$ cat src/rtl/spi_cmd_pkg.sv
// rtl/spi_cmd_pkg.sv - command encodings, response lengths and arbiter states
package spi_cmd_pkg;

    typedef enum logic [2:0] {
        CMD_NOP         = 3'd0,
        CMD_WRITE_EN    = 3'd1,
        CMD_READ_ID     = 3'd2,
        CMD_READ_STATUS = 3'd3,
        CMD_READ_CFG    = 3'd4,
        CMD_READ_FLAG   = 3'd5,
        CMD_READ_LOCK   = 3'd6,
        CMD_SOFT_RESET  = 3'd7
    } cmd_t;

    typedef enum logic [2:0] {
        ST_IDLE,
        ST_ISSUE,
        ST_WAIT_BUSY,
        ST_COLLECT,
        ST_DONE
    } arb_state_t;

    // Number of response bytes the engine returns for each command.
    function automatic logic [1:0] cmd_rsp_len(input cmd_t cmd);
        case (cmd)
            CMD_READ_ID:     return 2'd3;
            CMD_READ_STATUS: return 2'd1;
            CMD_READ_CFG:    return 2'd2;
            CMD_READ_FLAG:   return 2'd2;
            CMD_READ_LOCK:   return 2'd1;
            default:         return 2'd0;
        endcase
    endfunction

endpackage

$ cat src/rtl/rr_pick.sv
// rtl/rr_pick.sv - combinational round-robin selector, first request at or after rr_ptr
module rr_pick #(
    parameter int NUM_REQ = 4,
    parameter int IDW     = 2
) (
    input  logic [NUM_REQ-1:0] req_valid,
    input  logic [IDW-1:0]     rr_ptr,
    output logic [IDW-1:0]     grant_id,
    output logic               grant_any
);

    function automatic int wrap_idx(input int p, input int o);
        int s;
        s = p + o;
        return (s >= NUM_REQ) ? s - NUM_REQ : s;
    endfunction

    // Scan from the farthest offset down so the nearest set bit wins.
    always_comb begin
        grant_id  = '0;
        grant_any = 1'b0;
        for (int off = NUM_REQ - 1; off >= 0; off--) begin
            if (req_valid[wrap_idx(int'(rr_ptr), off)]) begin
                grant_any = 1'b1;
                grant_id  = IDW'(wrap_idx(int'(rr_ptr), off));
            end
        end
    end

endmodule

$ cat src/rtl/spi_command_arbiter.sv
// rtl/spi_command_arbiter.sv - shares one SPI command engine between NUM_REQ requesters
module spi_command_arbiter
    import spi_cmd_pkg::*;
#(
    parameter int NUM_REQ        = 4,
    parameter int TIMEOUT_CYCLES = 4096,
    localparam int IDW           = (NUM_REQ > 1) ? $clog2(NUM_REQ) : 1
) (
    input  logic                 clk,
    input  logic                 rst,
    input  logic [NUM_REQ-1:0]   req_valid,
    input  logic [3*NUM_REQ-1:0] req_cmd,
    output logic [NUM_REQ-1:0]   req_accept,
    output logic                 rsp_valid,
    output logic [7:0]           rsp_byte,
    output logic                 rsp_last,
    output logic [IDW-1:0]       rsp_id,
    output logic                 done,
    output logic                 done_error,
    output logic                 busy,
    input  logic                 spi_ready,
    output logic                 spi_transmit,
    output logic [2:0]           spi_command,
    input  logic [7:0]           spi_tx_byte,
    input  logic                 spi_valid_out
);

    localparam int TW = $clog2(TIMEOUT_CYCLES + 1);
    localparam logic [TW-1:0] TO_VAL = TW'(TIMEOUT_CYCLES);

    arb_state_t        state_q, state_d;
    logic [IDW-1:0]    rr_ptr_q, rr_ptr_d;
    logic [IDW-1:0]    id_q, id_d;
    cmd_t              cmd_q, cmd_d;
    logic [TW-1:0]     timer_q, timer_d;
    logic [1:0]        byte_cnt_q, byte_cnt_d;
    logic              err_q, err_d;
    logic [NUM_REQ-1:0] req_accept_q, req_accept_d;
    logic              rsp_valid_q, rsp_valid_d;
    logic [7:0]        rsp_byte_q, rsp_byte_d;
    logic              rsp_last_q, rsp_last_d;
    logic              done_q, done_d;
    logic              done_error_q, done_error_d;
    logic              busy_q;
    logic              spi_transmit_q, spi_transmit_d;
    logic [2:0]        spi_command_q, spi_command_d;

    logic [IDW-1:0]    grant_id;
    logic              grant_any;
    logic [1:0]        exp_len;
    logic [2:0]        cnt_inc;
    logic [TW-1:0]     timer_inc;

    rr_pick #(.NUM_REQ(NUM_REQ), .IDW(IDW)) u_rr_pick (
        .req_valid (req_valid),
        .rr_ptr    (rr_ptr_q),
        .grant_id  (grant_id),
        .grant_any (grant_any)
    );

    assign exp_len   = cmd_rsp_len(cmd_q);
    assign cnt_inc   = {1'b0, byte_cnt_q} + 3'd1;
    assign timer_inc = (timer_q == '1) ? timer_q : timer_q + 1'b1;

    always_comb begin
        state_d        = state_q;
        rr_ptr_d       = rr_ptr_q;
        id_d           = id_q;
        cmd_d          = cmd_q;
        timer_d        = timer_q;
        byte_cnt_d     = byte_cnt_q;
        err_d          = err_q;
        req_accept_d   = '0;
        rsp_valid_d    = 1'b0;
        rsp_byte_d     = '0;
        rsp_last_d     = 1'b0;
        done_d         = 1'b0;
        done_error_d   = 1'b0;
        spi_transmit_d = 1'b0;
        spi_command_d  = '0;
        unique case (state_q)
            ST_IDLE: begin
                if (grant_any && spi_ready) begin
                    id_d         = grant_id;
                    cmd_d        = cmd_t'(req_cmd[3*int'(grant_id) +: 3]);
                    req_accept_d = NUM_REQ'(1) << grant_id;
                    rr_ptr_d     = (grant_id == IDW'(NUM_REQ - 1)) ? '0 : grant_id + 1'b1;
                    state_d      = ST_ISSUE;
                end
            end
            ST_ISSUE: begin
                spi_transmit_d = 1'b1;
                spi_command_d  = cmd_q;
                timer_d        = '0;
                byte_cnt_d     = '0;
                err_d          = 1'b0;
                state_d        = ST_WAIT_BUSY;
            end
            ST_WAIT_BUSY: begin
                timer_d = timer_inc;
                if (timer_inc >= TO_VAL) begin
                    err_d   = 1'b1;
                    state_d = ST_DONE;
                end else if (!spi_ready) begin
                    state_d = ST_COLLECT;
                end else if (exp_len == 2'd0 && timer_inc == TW'(2)) begin
                    // Zero-length commands may never visibly drop ready.
                    state_d = ST_DONE;
                end
            end
            ST_COLLECT: begin
                timer_d = timer_inc;
                if (spi_valid_out) begin
                    byte_cnt_d = (byte_cnt_q == 2'd3) ? 2'd3 : byte_cnt_q + 2'd1;
                    if (byte_cnt_q < exp_len) begin
                        rsp_valid_d = 1'b1;
                        rsp_byte_d  = spi_tx_byte;
                        rsp_last_d  = (cnt_inc == {1'b0, exp_len});
                    end else begin
                        err_d = 1'b1;
                    end
                end
                if (timer_inc >= TO_VAL) begin
                    err_d   = 1'b1;
                    state_d = ST_DONE;
                end else if (spi_ready) begin
                    state_d = ST_DONE;
                end
            end
            ST_DONE: begin
                done_d       = 1'b1;
                done_error_d = err_q || (byte_cnt_q != exp_len);
                state_d      = ST_IDLE;
            end
            default: state_d = ST_IDLE;
        endcase
    end

    always_ff @(posedge clk or posedge rst) begin
        if (rst) begin
            state_q        <= ST_IDLE;
            rr_ptr_q       <= '0;
            id_q           <= '0;
            cmd_q          <= CMD_NOP;
            timer_q        <= '0;
            byte_cnt_q     <= '0;
            err_q          <= 1'b0;
            req_accept_q   <= '0;
            rsp_valid_q    <= 1'b0;
            rsp_byte_q     <= '0;
            rsp_last_q     <= 1'b0;
            done_q         <= 1'b0;
            done_error_q   <= 1'b0;
            busy_q         <= 1'b0;
            spi_transmit_q <= 1'b0;
            spi_command_q  <= '0;
        end else begin
            state_q        <= state_d;
            rr_ptr_q       <= rr_ptr_d;
            id_q           <= id_d;
            cmd_q          <= cmd_d;
            timer_q        <= timer_d;
            byte_cnt_q     <= byte_cnt_d;
            err_q          <= err_d;
            req_accept_q   <= req_accept_d;
            rsp_valid_q    <= rsp_valid_d;
            rsp_byte_q     <= rsp_byte_d;
            rsp_last_q     <= rsp_last_d;
            done_q         <= done_d;
            done_error_q   <= done_error_d;
            busy_q         <= (state_d != ST_IDLE);
            spi_transmit_q <= spi_transmit_d;
            spi_command_q  <= spi_command_d;
        end
    end

    assign req_accept   = req_accept_q;
    assign rsp_valid    = rsp_valid_q;
    assign rsp_byte     = rsp_byte_q;
    assign rsp_last     = rsp_last_q;
    assign rsp_id       = id_q;
    assign done         = done_q;
    assign done_error   = done_error_q;
    assign busy         = busy_q;
    assign spi_transmit = spi_transmit_q;
    assign spi_command  = spi_command_q;

endmodule

$ cat config.mk
export PLATFORM = sky130hd
export DESIGN_NAME = spi_command_arbiter
export DESIGN_NICKNAME = d
export VERILOG_FILES = /design/src/rtl/spi_cmd_pkg.sv /design/src/rtl/rr_pick.sv /design/src/rtl/spi_command_arbiter.sv
export SDC_FILE = /design/constraint.sdc
export NUM_CORES = 1
export LEC_CHECK = 0
export BUFFER_PORTS_ARGS = -buffer_cell sky130_fd_sc_hd__buf_2
export CORE_MARGIN = 3
export CORE_UTILIZATION = 40
export CTS_BUF_LIST = sky130_fd_sc_hd__clkbuf_16
export DETAILED_ROUTE_END_ITERATION = 7
export GPL_ROUTABILITY_DRIVEN = 0
export MAX_ROUTING_LAYER = met4
export PLACE_DENSITY_LB_ADDON = 0.12
export SETUP_SLACK_MARGIN = 0.02
export SLEW_MARGIN = 20
export SYNTH_ARGS = -nofsm -noshare
export SYNTH_HDL_FRONTEND = slang
export SYNTH_SLANG_ARGS = --single-unit
$ cat constraint.sdc
create_clock -name clk -period 2.95 [get_ports clk]
set_clock_uncertainty 0.15 [all_clocks]
set_input_delay 0.295 -clock clk [delete_from_list [all_inputs] [get_ports clk]]
set_output_delay 0.295 -clock clk [all_outputs]
set_load 0.02 [all_outputs]
After elaboration in Yosys (flattened, before gate mapping):

Cells that the tools add are included.

* logic and storage cells: 132
* output and inout bits: 23
* bits of input ports: 28
* register bits after elaboration: 47

* magnitude comparators: 10
* multiplexer cells: 58
* shift-type cells: 2
* $add $sub $neg: 11
* reduce and logical (&&, ||, !) cells: 15
* equality and inequality tests: 19
* multiply operators: 1

Operator list (count)
* $lt A32 B4 Y1 const B: 4
* $mux W32: 4
* $ge A32 B4 Y1 const B: 3
* $sub A32 B4 Y32 const B: 2
* $pmux W13 S2: 1
* $mux W1: 25
* $mux W8: 3
* $mux W3: 7
* $mux W2: 7
* $add A13 B1 Y13 const B: 1
* $eq A13 B13 Y1 const B: 1
* $eq A13 B2 Y1 const B: 1
* $ge A13 B13 Y1 const B: 1
* $mux W13: 1
* $eq A3 B2 Y1 const B: 4
* $eq A3 B3 Y1 const B: 4
* $pmux W3 S4: 1
* $shiftx A12 B5 Y3: 1
* $bmux W1 S2: 4
* $mux W4: 2
* $add A2 B1 Y3 const B: 2
* $add A2 B2 Y3 const B: 2
* $ne A3 B3 Y1 const B: 2
* $pmux W2 S3: 1
* 23 further kinds: 32

Logic depth before layout (Yosys ltp):

Gate-level depths: netlist (run 1).

* depth after elaboration: 14
* depth in mapped cells: 8
* gate-level depth less buffers: 7

Cells and area by module:

A second synthesis (run 1) with hierarchy kept.

* cell total of the unflattened synthesis: 267
* area, all modules: 2677.6 µm²

By module, submodules not included
* spi_command_arbiter: sequential area each 1176.1 µm², area an instance 2600.0 µm², instances 1, cells each 254
* rr_pick: sequential area each 0.0 µm², area an instance 77.6 µm², instances 1, cells each 13

Worst setup path after synthesis (run 1):

No wires, ideal clock.

* path type: register to register
* start point: register timer_q[0]
* end point: register timer_q[10]
* path buffers: 1
* stages on the path, launching flop included: 9
* data required time: 2679 ps
* setup slack: 794 ps
* data arrival time: 1885 ps
* cells stage by stage: dfrtp_1 > ha_1 > buf_2 > nand4_1 > nor4_4 > nand4bb_1 > nor3_1 > a21o_1 > a22o_1

* cells in the longest elaborated chain, start to end: 3
* elaborated cells between the ends (all ways): 4

Ends and longest elaborated chain
* start: declaration: line spi_command_arbiter.sv:35 `logic [TW-1:0] timer_q, timer_d;`
* start signal: assignment: line spi_command_arbiter.sv:162 `timer_q <= timer_d;`
* $add A13 B1 Y13 or $eq A13 B13 Y1 (tied branches): line spi_command_arbiter.sv:63 `assign timer_inc = (timer_q == '1) ? timer_q : timer_q + 1'b1;`
* $mux W13 *: line spi_command_arbiter.sv:63
* $pmux W13 S2 *: line spi_command_arbiter.sv:81 `unique case (state_q)`

Mark *: on every way between the ends. The rest lies on a longest branch, timed or not.
A chain may end at the register's enable or synchronous reset.

Final worst setup path (run 1):

* start point: register timer_q[0]
* end point: register state_q[1]

* cells in the longest elaborated chain, start to end: 8
* elaborated cells between the ends (all ways): 11

Ends and longest elaborated chain
* $add A13 B1 Y13 or $eq A13 B13 Y1 (tied branches): line spi_command_arbiter.sv:63
* $mux W13 *: line spi_command_arbiter.sv:63
* branches (longest 5 deep; another with $ge A13 B13 Y1)
* $pmux W3 S4 *: line spi_command_arbiter.sv:81
* via state_d[1]: line spi_command_arbiter.sv:31 `arb_state_t state_q, state_d;`
* end signal: assignment: line spi_command_arbiter.sv:158 `state_q <= state_d;`
* end: declaration: line spi_command_arbiter.sv:31

Mark *: on every way through the listed nets, which the timed path passes.

==> results.yml, run 1 <==
routing:
  drc: 0
  firstDrtPassIters: 4
  ant_nets: 0
  routed_wirelength_um: 5719
  via_count: 2046
  wl_per_cell_um: 14.97
  drtIter0Drc: 129
  via_per_inst: 5.356
logic_synthesis:
  ys_warn_count: 0
  synth_nets: 298
  synth_cell_types: 52
  synth-edff-count: 0
  yosys.area.top_type: "dfrtp_1"
  ys_seq_elements: 47
  ys_top_cells_by_area: "dfrtp_1 (47%), ha_1 (5.0%), and2_1 (4.0%)"
  synth-main-ff-cell: "dfrtp_1"
  postSynthAreaPerCell_um2: 9.687
  ys_async_sr_fraction_pct: 100.0
  synthCells: 260
  netlist_area_um2: 2519
  ys_seq_area_share_pct: 46.70
  synth.top_cell.area_share_pct: 46.70
worst_setup_path:
  critPathRequiredTime_ns: 2.99
  crit_fanout: 9
  cpPeakStageDelay_ns: 0.47
  cp_top_family: "simple AND/OR/NAND/NOR gates"
  ff2ff_path_depth: 7
  cp_common_cell: "nand4_1"
  cp_data_arrival_time_ns: 2.54
  r2r_end: "state_q[1]$_DFF_PP0_"
  worstSetupEndpointType: "flop"
  path_class: "reg -> reg"
  r2r-start: "timer_q[0]$_DFFE_PP0P_"
  slowest_stage: "dfrtp_1"
  startpoint_type: "flop"
  rrSetupSlack_ns: 0.45
  crit_chain: "ha_1 > nand4_1 > nor2_1 > and2_1 > xnor2_1 > nand4_1 > o21a_1"
  cp-startpoint: "timer_q[0]$_DFFE_PP0P_"
  crit_buf_inv: 0
global_route:
  grt_max_degree: 48
  grt_pass1_vias: 1927
  grt_overflow_total: 0
  antenna_found_initial: 0
  grtUsageTotal_pct: 16.97
  grt_pass1_wl_um: 9487
final_layout:
  final_cell_mix: "buf_2 (50), dfrtp_1 (47), nand2_1 (23), a21oi_1 (18), nor2_1 (17)"
  n_antenna_cell: 0
  syn_to_final_growth_pct: 18.33
  nets: 344
  drive_above_1_share_pct: 24.43
  final_common_cell: "buf_2"
  fill_cells: 581
timing:
  max-slew-margin-rel_pct: 45.14
  rsz0062_at_grt: "false"
  hold_viol_final: 47
  final.min_clock_period_ns: 2.500
  tns_ns: 0
  fin_crit_sh_pct: 84.76
  worst_pin_slew_ns: 0.8219
  setup_viol: 0
  max_freq_mhz: 399.9
  whs_ns: -0.01861
  slew_viol_final: 0
power_and_ir_drop:
  vdd_drop_max_mv: 0.4029
  power_density_nw_per_um2: 883.6
  power.leakage_uw: 0.001464
cts:
  clockRootBuffer: "clkbuf_16"
  holdBufCountCts: 0
  cts_tree: "yes"
  clock_path_buffers: 2
  cts.sinks: 47
  clkTransAtPathRegs_ns: 0.07
  cts_buffers: 5
  ctsResizeCount: 0
  insertion_delay_ns: 0.29
  htreeDepth: 2
  post_cts_buffers: 0
worst_hold_path:
  hold_class: "in -> async"
job:
  timing.max_cap.violations: 0
place:
  io_buffers: 50
  place_hpwl_um: 4048
die:
  die_area_um2: 7285
  top_level_ports: 51
  start_util_pct: 41.80
  core_area_um2: 6026
  placementRows: 28
  die_x_um: 85.35
  die_y_um: 85.35
outcome:
  violations: "negative hold slack"
  status: "complete, but fails checks"
==> worst max path at each step <==
| stage | to | cells past startpoint |
|---|---|---|
| final | state_q[1]$_DFF_PP0_ | 7 |
| after CTS | state_q[1]$_DFF_PP0_ | 7 |
| after detailed placement | state_q[1]$_DFF_PP0_ | 7 |
| after global routing | timer_q[3]$_DFFE_PP0P_ | 7 |
| after floorplan | timer_q[10]$_DFFE_PP0P_ | 8 |
| after global placement | state_q[1]$_DFF_PP0_ | 7 |
==> layer usage <==
layer  wire (um)  GRT usage, %
met5           0             -
met2        2620         26.27
met1        2767         22.57
met3         254         3.301
met4          77         5.180
==> final cells by class <==
class / instances / area [um^2] / share of cell area [%]
Inverter: 11 / 42.54 / 1.427
Tap cell: 75 / 93.84 / 3.149
Multi-Input combinational cell: 187 / 1235 / 41.44
Sequential cell: 47 / 1176 / 39.46
Timing Repair Buffer: 54 / 280.3 / 9.404
Clock buffer: 5 / 125.1 / 4.198
Clock inverter: 3 / 27.53 / 0.9236
==> state kept, by name, summed over array words and instances, names as in the netlist, 2 cells and up <==
name,cells
byte_cnt_q,2
cmd_q,3
req_accept,4
rr_ptr_q,2
rsp_byte,8
rsp_id,2
spi_command,3
state_q,3
timer_q,13
==> per-stage QoR <==
| step | area, um^2 | worst slack, ns | util (%) | total power (uW) | std cells |
|---|---|---|---|---|---|
| after floorplan | 2519 | 0.7943 | - | 1738 | 260 |
| after detailed placement | 2826 | 0.4874 | 46.91 | 2055 | 374 |
| after global routing | 2980 | 0.1890 | 49.46 | 2836 | 382 |
| after global placement | 2826 | 0.5406 | 46.91 | 2046 | 374 |
| final | 2980 | 0.4496 | 49.46 | 2633 | 382 |
| after CTS | 2979 | 0.4383 | 49.44 | 2657 | 382 |
==> report_power, final <==
group | switching [uW] | internal, uW
logic | 640 | 439
registers | 155 | 808
clock network | 269 | 323
total | 1060 | 1570
==> cells in the mapped netlist (6+ instances only) <==
master and number:
mux2i_1 10, dfrtp_1 47, nand2_1 23, inv_1 10
clkbuf_1 7, nand3_1 10, a21oi_1 18, mux2_2 6
o21ai_0 12, and2_1 16, buf_2 8, ha_1 10
nor3_1 7, nor2_1 17
==> cells by family after synthesis <==
group / count (synthesis) / synth area share (%)
AND/OR/NAND/NOR: 95 / 20.17
AO/OA/AOI/OAI: 63 / 16.20
flip-flops: 47 / 46.70
buffers and inverters: 26 / 4.273
multiplexers: 16 / 6.657
adder cells (fa/ha/maj): 10 / 4.968
XOR/XNOR: 3 / 1.043
Note: power is estimated with default switching activity, not from simulation.
==> run 2, diff against run 1 <==
--- a/config.mk
+++ b/config.mk
@@ -5,6 +5,7 @@
 export SDC_FILE = /design/constraint.sdc
 export NUM_CORES = 1
 export LEC_CHECK = 0
+export ABC_AREA = 1
 export BUFFER_PORTS_ARGS = -buffer_cell sky130_fd_sc_hd__buf_2
 export CORE_MARGIN = 3
 export CORE_UTILIZATION = 40
==> constraint.sdc (replaced) <==
create_clock -name clk -period 2.3 [get_ports clk]
set_clock_uncertainty 0.15 [all_clocks]
set_input_delay 0.23 -clock clk [delete_from_list [all_inputs] [get_ports clk]]
set_output_delay 0.23 -clock clk [all_outputs]
set_load 0.02 [all_outputs]
==> results.yml, run 2 <==
outcome:
  status: "complete, no violations"
logic_synthesis:
  synth-edff-count: 0
  yosys.area.top_type: "dfrtp_1"
  synth_top_family_by_area: "simple AND/OR/NAND/NOR gates"
  synthAdderAreaFrac_pct: 4.653
  ys_top_cells_by_area: "dfrtp_1 (44%), nand2_1 (8.1%), inv_1 (7.8%)"
  synth_nets: 366
  synth.top_cell.area_share_pct: 43.74
  ys_async_sr_fraction_pct: 100.0
  synth_xor_xnor_area_share_pct: 2.932
  postSynthAreaPerCell_um2: 8.198
  netlist_area_um2: 2689
  muxShareOfSynthArea_pct: 0
  synth-main-ff-cell: "dfrtp_1"
  synth_cell_types: 37
  ys_seq_elements: 47
  ys_warn_count: 0
  yosys.area_share.simple_pct: 28.62
  synth_most_common_cell: "nand2_1"
  synth_commonest_cells: "nand2_1 (58), inv_1 (56), dfrtp_1 (47), nor2_1 (43), o21ai_0 (14)"
  synthCells: 328
  ys_seq_area_share_pct: 43.74
  synth_compound_area_share_pct: 9.632
global_route:
  grtUsageTotal_pct: 16.47
  grt_overflow_total: 0
  grt_max_degree: 25
  grt_pass1_vias: 2171
  antenna_found_initial: 0
  grt_pass1_wl_um: 9687
power_and_ir_drop:
  clock_power_share_pct: 24.2
  pwr-share-seq_pct: 31.0
  switchingPower_uw: 1593
  vdd_drop_max_mv: 0.7539
  internal-power_uw: 2270
  comb_power_share_pct: 44.8
  power_switching_share_pct: 41.23
  power_density_nw_per_um2: 1162
  power.leakage_uw: 0.001825
worst_setup_path:
  path_class: "reg -> reg"
  worstSetupEndpointType: "flop"
  r2r-start: "rr_ptr_q[0]$_DFFE_PP0P_"
  critPathRequiredTime_ns: 2.31
  cp-startpoint: "rr_ptr_q[0]$_DFFE_PP0P_"
  startpoint_type: "flop"
  crit_fanout: 9
  r2r_end: "busy$_DFF_PP0_"
  rrSetupSlack_ns: 0.25
  endpoint: "busy$_DFF_PP0_"
  ff2ff_path_depth: 9
  cp_data_arrival_time_ns: 2.05
routing:
  via_count: 2212
  drtIter0Drc: 88
  firstDrtPassIters: 4
  ant_nets: 0
  routed_wirelength_um: 5828
  wl_per_cell_um: 12.30
  drc: 0
  via_per_inst: 4.667
final_layout:
  final_cell_mix: "nand2_1 (58), inv_1 (56), buf_2 (50), dfrtp_1 (46), nor2_1 (43)"
  n_antenna_cell: 0
  instances_no_fill: 474
  final_common_cell: "nand2_1"
  fin_util_pct: 51.74
  drive_above_1_share_pct: 27.20
  regMostFlops: "timer_q"
  fill_cells: 631
  largest_reg_flops: 13
  syn_to_final_growth_pct: 23.59
  nets: 434
cts:
  clkTransAtPathRegs_ns: 0.06
  cts_tree: "yes"
  cts_buffers: 5
  clockRootBuffer: "clkbuf_16"
  insertion_delay_ns: 0.29
  post_cts_buffers: 0
  cts.sinks: 47
  htreeDepth: 2
  clock_path_buffers: 2
die:
  die_y_um: 87.99
  core_area_um2: 6422
  start_util_pct: 41.87
  placementRows: 29
  top_level_ports: 51
  die_x_um: 87.99
  die_area_um2: 7742
timing:
  slew_viol_final: 0
  worst_pin_slew_ns: 0.5194
  max-slew-margin-rel_pct: 65.33
  setup_viol: 0
  hold_viol_final: 0
  tns_ns: 0
  max_freq_mhz: 488.9
  rsz0062_at_grt: "false"
  fin_crit_sh_pct: 88.93
  final.min_clock_period_ns: 2.045
  whs_ns: 0.05181
place:
  dp_cells: 457
  place_hpwl_um: 4429
  io_buffers: 50
worst_hold_path:
  min-delay-start: "req_cmd[1]"
  hold_class: "in -> reg"
  hold_path_depth: 3
job:
  timing.max_cap.violations: 0
run 2: logic make-up after synthesis:
group,count (synthesis)
fa+ha+maj,10
xor+xnor,9
flops,47
simple gates,154
compound gates,41
buf+inv,67
run 2: metal layers:
layer  wire [um]  part of all wire (%)  global-route usage (%)
met3         207                   3.6                   2.822
met5           0                     0                       -
met2        2842                    49                   27.33
met1        2709                    46                   20.67
met4          68                   1.2                   4.603
run 2: cell type report:
cell class | instances | area, um^2 | area share [%]
Clock buffer | 5 | 125.1 | 3.765
Clock inverter | 3 | 63.81 | 1.920
Inverter | 62 | 235.2 | 7.078
Multi-Input combinational cell | 214 | 1232 | 37.09
Sequential cell | 47 | 1177 | 35.43
Tap cell | 77 | 96.34 | 2.899
Timing Repair Buffer | 66 | 392.9 | 11.82
run 2: critical path, cell delays in order (launching register included):
cell and delay, ns:
dfrtp_2 0.50, inv_4 0.08, nand2_1 0.08, o21ai_2 0.07, nor2_1 0.16, nand2_1 0.10
nand4_1 0.26, inv_1 0.22, a21oi_1 0.19, o21ai_0 0.11
run 2: repair_timing:
item	in CTS	in global routing
endpoints found under the setup margin	0	7
gates resized for setup	0	1
hold endpoints to repair	30	0
hold buffers	9	0
run 2: how the worst min path moves through the flow:
| stage | end | slack, ns |
|---|---|---|
| 2_1_floorplan | rsp_byte[0]$_DFF_PP0_ | 0.19 |
| 3_3_place_gp | req_accept[0]$_DFF_PP0_ | 0.16 |
| 3_5_place_dp | rsp_byte[6]$_DFF_PP0_ | 0.16 |
| 4_1_cts | cmd_q[1]$_DFFE_PP0P_ | 0.05 |
| 5_1_grt | cmd_q[1]$_DFFE_PP0P_ | 0.07 |
| 6_report | cmd_q[1]$_DFFE_PP0P_ | 0.05 |
run 2: metrics by stage:
stage | instance area (um^2) | setup WS [ns] | total power, uW
2_1_floorplan | 2689 | 0.3873 | 2580
3_3_place_gp | 3043 | 0.1605 | 2933
3_5_place_dp | 3043 | 0.1543 | 2940
4_1_cts | 3322 | 0.1255 | 3901
5_1_grt | 3323 | 0.02829 | 4172
6_report | 3323 | 0.2546 | 3862
run 2: power by group through the flow:
stage / Sequential, uW / Clock, uW / Combinational [uW]
after global routing: 1220 / 980 / 1970
after floorplan: 1250 / 0 / 1330
after CTS: 1200 / 950 / 1760
after global placement: 1210 / 0 / 1730
final: 1200 / 934 / 1730
after detailed placement: 1210 / 0 / 1730
==> run 3, diff against run 2 <==
--- a/config.mk
+++ b/config.mk
@@ -5,9 +5,9 @@
 export SDC_FILE = /design/constraint.sdc
 export NUM_CORES = 1
 export LEC_CHECK = 0
-export ABC_AREA = 1
+export ABC_AREA = 0
 export BUFFER_PORTS_ARGS = -buffer_cell sky130_fd_sc_hd__buf_2
-export CORE_MARGIN = 3
+export CORE_MARGIN = 5
 export CORE_UTILIZATION = 40
 export CTS_BUF_LIST = sky130_fd_sc_hd__clkbuf_16
 export DETAILED_ROUTE_END_ITERATION = 7
==> results.yml, run 3 (same netlist as run 1, synthesis figures left out) <==
final_layout:
  syn_to_final_growth_pct: 22.80
  n_antenna_cell: 0
  regMostFlops: "timer_q"
  postLayoutCellArea_um2: 3093
  final_common_cell: "buf_2"
  nets: 360
  fill_cells: 615
  final_cell_mix: "buf_2 (50), dfrtp_1 (47), nand2_1 (23), a21oi_1 (18), buf_4 (18)"
  register_area_um2: 1176
  drive_above_1_share_pct: 27.33
  multiInputGateArea_um2: 1235
  largest_reg_flops: 13
timing:
  slew_viol_final: 0
  fin_crit_sh_pct: 91.85
  tns_ns: 0
  worst_pin_slew_ns: 0.5117
  rsz0062_at_grt: "false"
  final.min_clock_period_ns: 2.113
  hold_viol_final: 0
  setup_viol: 0
  max_freq_mhz: 473.4
  max-slew-margin-rel_pct: 65.73
global_route:
  grt_pass1_vias: 1944
  grt_overflow_total: 0
  grtUsageTotal_pct: 15.88
  grt_max_degree: 23
  antenna_found_initial: 0
  grt_pass1_wl_um: 9459
worst_hold_path:
  hold_class: "in -> reg"
  hold_path_depth: 2
cts:
  post_cts_buffers: 0
  clkTransAtPathRegs_ns: 0.06
  clock_path_buffers: 2
  cts_tree: "yes"
  htreeDepth: 2
  insertion_delay_ns: 0.28
  cts_buffers: 5
  cts.sinks: 47
  clockRootBuffer: "clkbuf_16"
place:
  place_hpwl_um: 4290
  dpl_cell_area_um2: 2934
  io_buffers: 50
die:
  core_area_um2: 6241
  die_area_um2: 7983
  die_y_um: 89.35
  die_x_um: 89.35
  placementRows: 29
  top_level_ports: 51
  start_util_pct: 40.36
routing:
  drc: 0
  wl_met3_um: 324
  drt-met1-wl_um: 2762
  drtIter0Drc: 133
  firstDrtPassIters: 4
  via_per_inst: 5.286
  routed_wirelength_um: 5782
  ant_nets: 0
  via_count: 2109
  wl_per_cell_um: 14.49
  top_layer: "met4"
  route.met2.wl_um: 2549
worst_setup_path:
  crit_buf_inv: 1
  cp.depth: 8
  path_class: "reg -> reg"
  worstSetupEndpointType: "flop"
  cp_top_family: "simple AND/OR/NAND/NOR gates"
  critPathRequiredTime_ns: 2.32
  startpoint_type: "flop"
  slowest_stage: "dfrtp_1"
  cpPeakStageDelay_ns: 0.42
  crit_chain: "ha_1 > nand4_1 > nor2_1 > buf_4 > xnor2_1 > a31o_1 > nand3b_1 > o21a_1"
  ff2ff_path_depth: 8
  crit_fanout: 6
  cp_data_arrival_time_ns: 2.14
power_and_ir_drop:
  power.leakage_uw: 0.001541
  power_density_nw_per_um2: 1107
  vdd_drop_max_mv: 0.5521
job:
  timing.max_cap.violations: 0
outcome:
  status: "complete, no violations"
[run 3: cell count changes in the layout (fill, tap and decap cells not counted), moves of 5 or more]
| cell | delta |
|---|---|
| mux2i_1 | +10 |
| inv_2 | -5 |
| nor2_2 | -5 |
| xor2_1 | -7 |
| dlygate4sd3_1 | -7 |
| inv_1 | -47 |
| a21oi_1 | +11 |
| nand2_1 | -35 |
| and2_1 | +16 |
| buf_4 | +11 |
| mux2_2 | +6 |
| nand2_2 | -11 |
| nor2_1 | -26 |
[run 3: per-layer routing]
layer	track usage [%]	vias up
met3	3.134	13
li1	-	1048
met5	-	-
met4	5.819	0
met1	21.48	991
met2	23.58	57
[run 3: metrics by stage]
| stage | power, uW | setup slack, ns | cells | util [%] | hold WS [ns] |
|---|---|---|---|---|---|
| floorplan | 2230 | 0.1443 | 260 | - | 0.2086 |
| global placement | 2745 | 0.2222 | 390 | 47.01 | -0.01107 |
| detailed placement | 2755 | 0.1884 | 390 | 47.01 | -0.01033 |
| CTS | 3458 | 0.1823 | 399 | 49.56 | 0.0004581 |
| global route | 3682 | 0.04226 | 399 | 49.56 | 0.01102 |
| finish | 3424 | 0.1874 | 399 | 49.56 | 0.005737 |
[run 3: final cells by class]
type | instances | area share (%)
Tap cell | 77 | 3.115
Clock inverter | 2 | 0.4450
Timing Repair Buffer | 70 | 13.11
Clock buffer | 5 | 4.045
Multi-Input combinational cell | 187 | 39.93
Inverter | 11 | 1.335
Sequential cell | 47 | 38.03
[run 3: final timing paths]
kind                                             start                     end  slack (ns)
worst min-delay path                    spi_tx_byte[7]   rsp_byte[7]$_DFF_PP0_       0.006
min in group asynchronous                          rst  spi_transmit$_DFF_PP0_        0.24
worst max-delay path            timer_q[1]$_DFFE_PP0P_    state_q[1]$_DFF_PP0_        0.19
max in group asynchronous                          rst  timer_q[2]$_DFFE_PP0P_        1.24
worst max register to register  timer_q[1]$_DFFE_PP0P_    state_q[1]$_DFF_PP0_        0.19
worst min register to register       err_q$_DFFE_PP0P_    done_error$_DFF_PP0_        0.35
[run 3: power breakdown]
part	leakage [uW]	switching, uW	internal (uW)
clock	0.0000696	285	396
sequential	0.000622	168	1040
combinational	0.000849	880	658
total	0.00154	1330	2090
[run 3: what timing repair did]
| item | in CTS | in global routing |
|---|---|---|
| endpoints found under the setup margin | 0 | 1 |
| hold endpoints to repair | 26 | 0 |
| hold buffers | 2 | 0 |
| gates resized for setup | 0 | 0 |
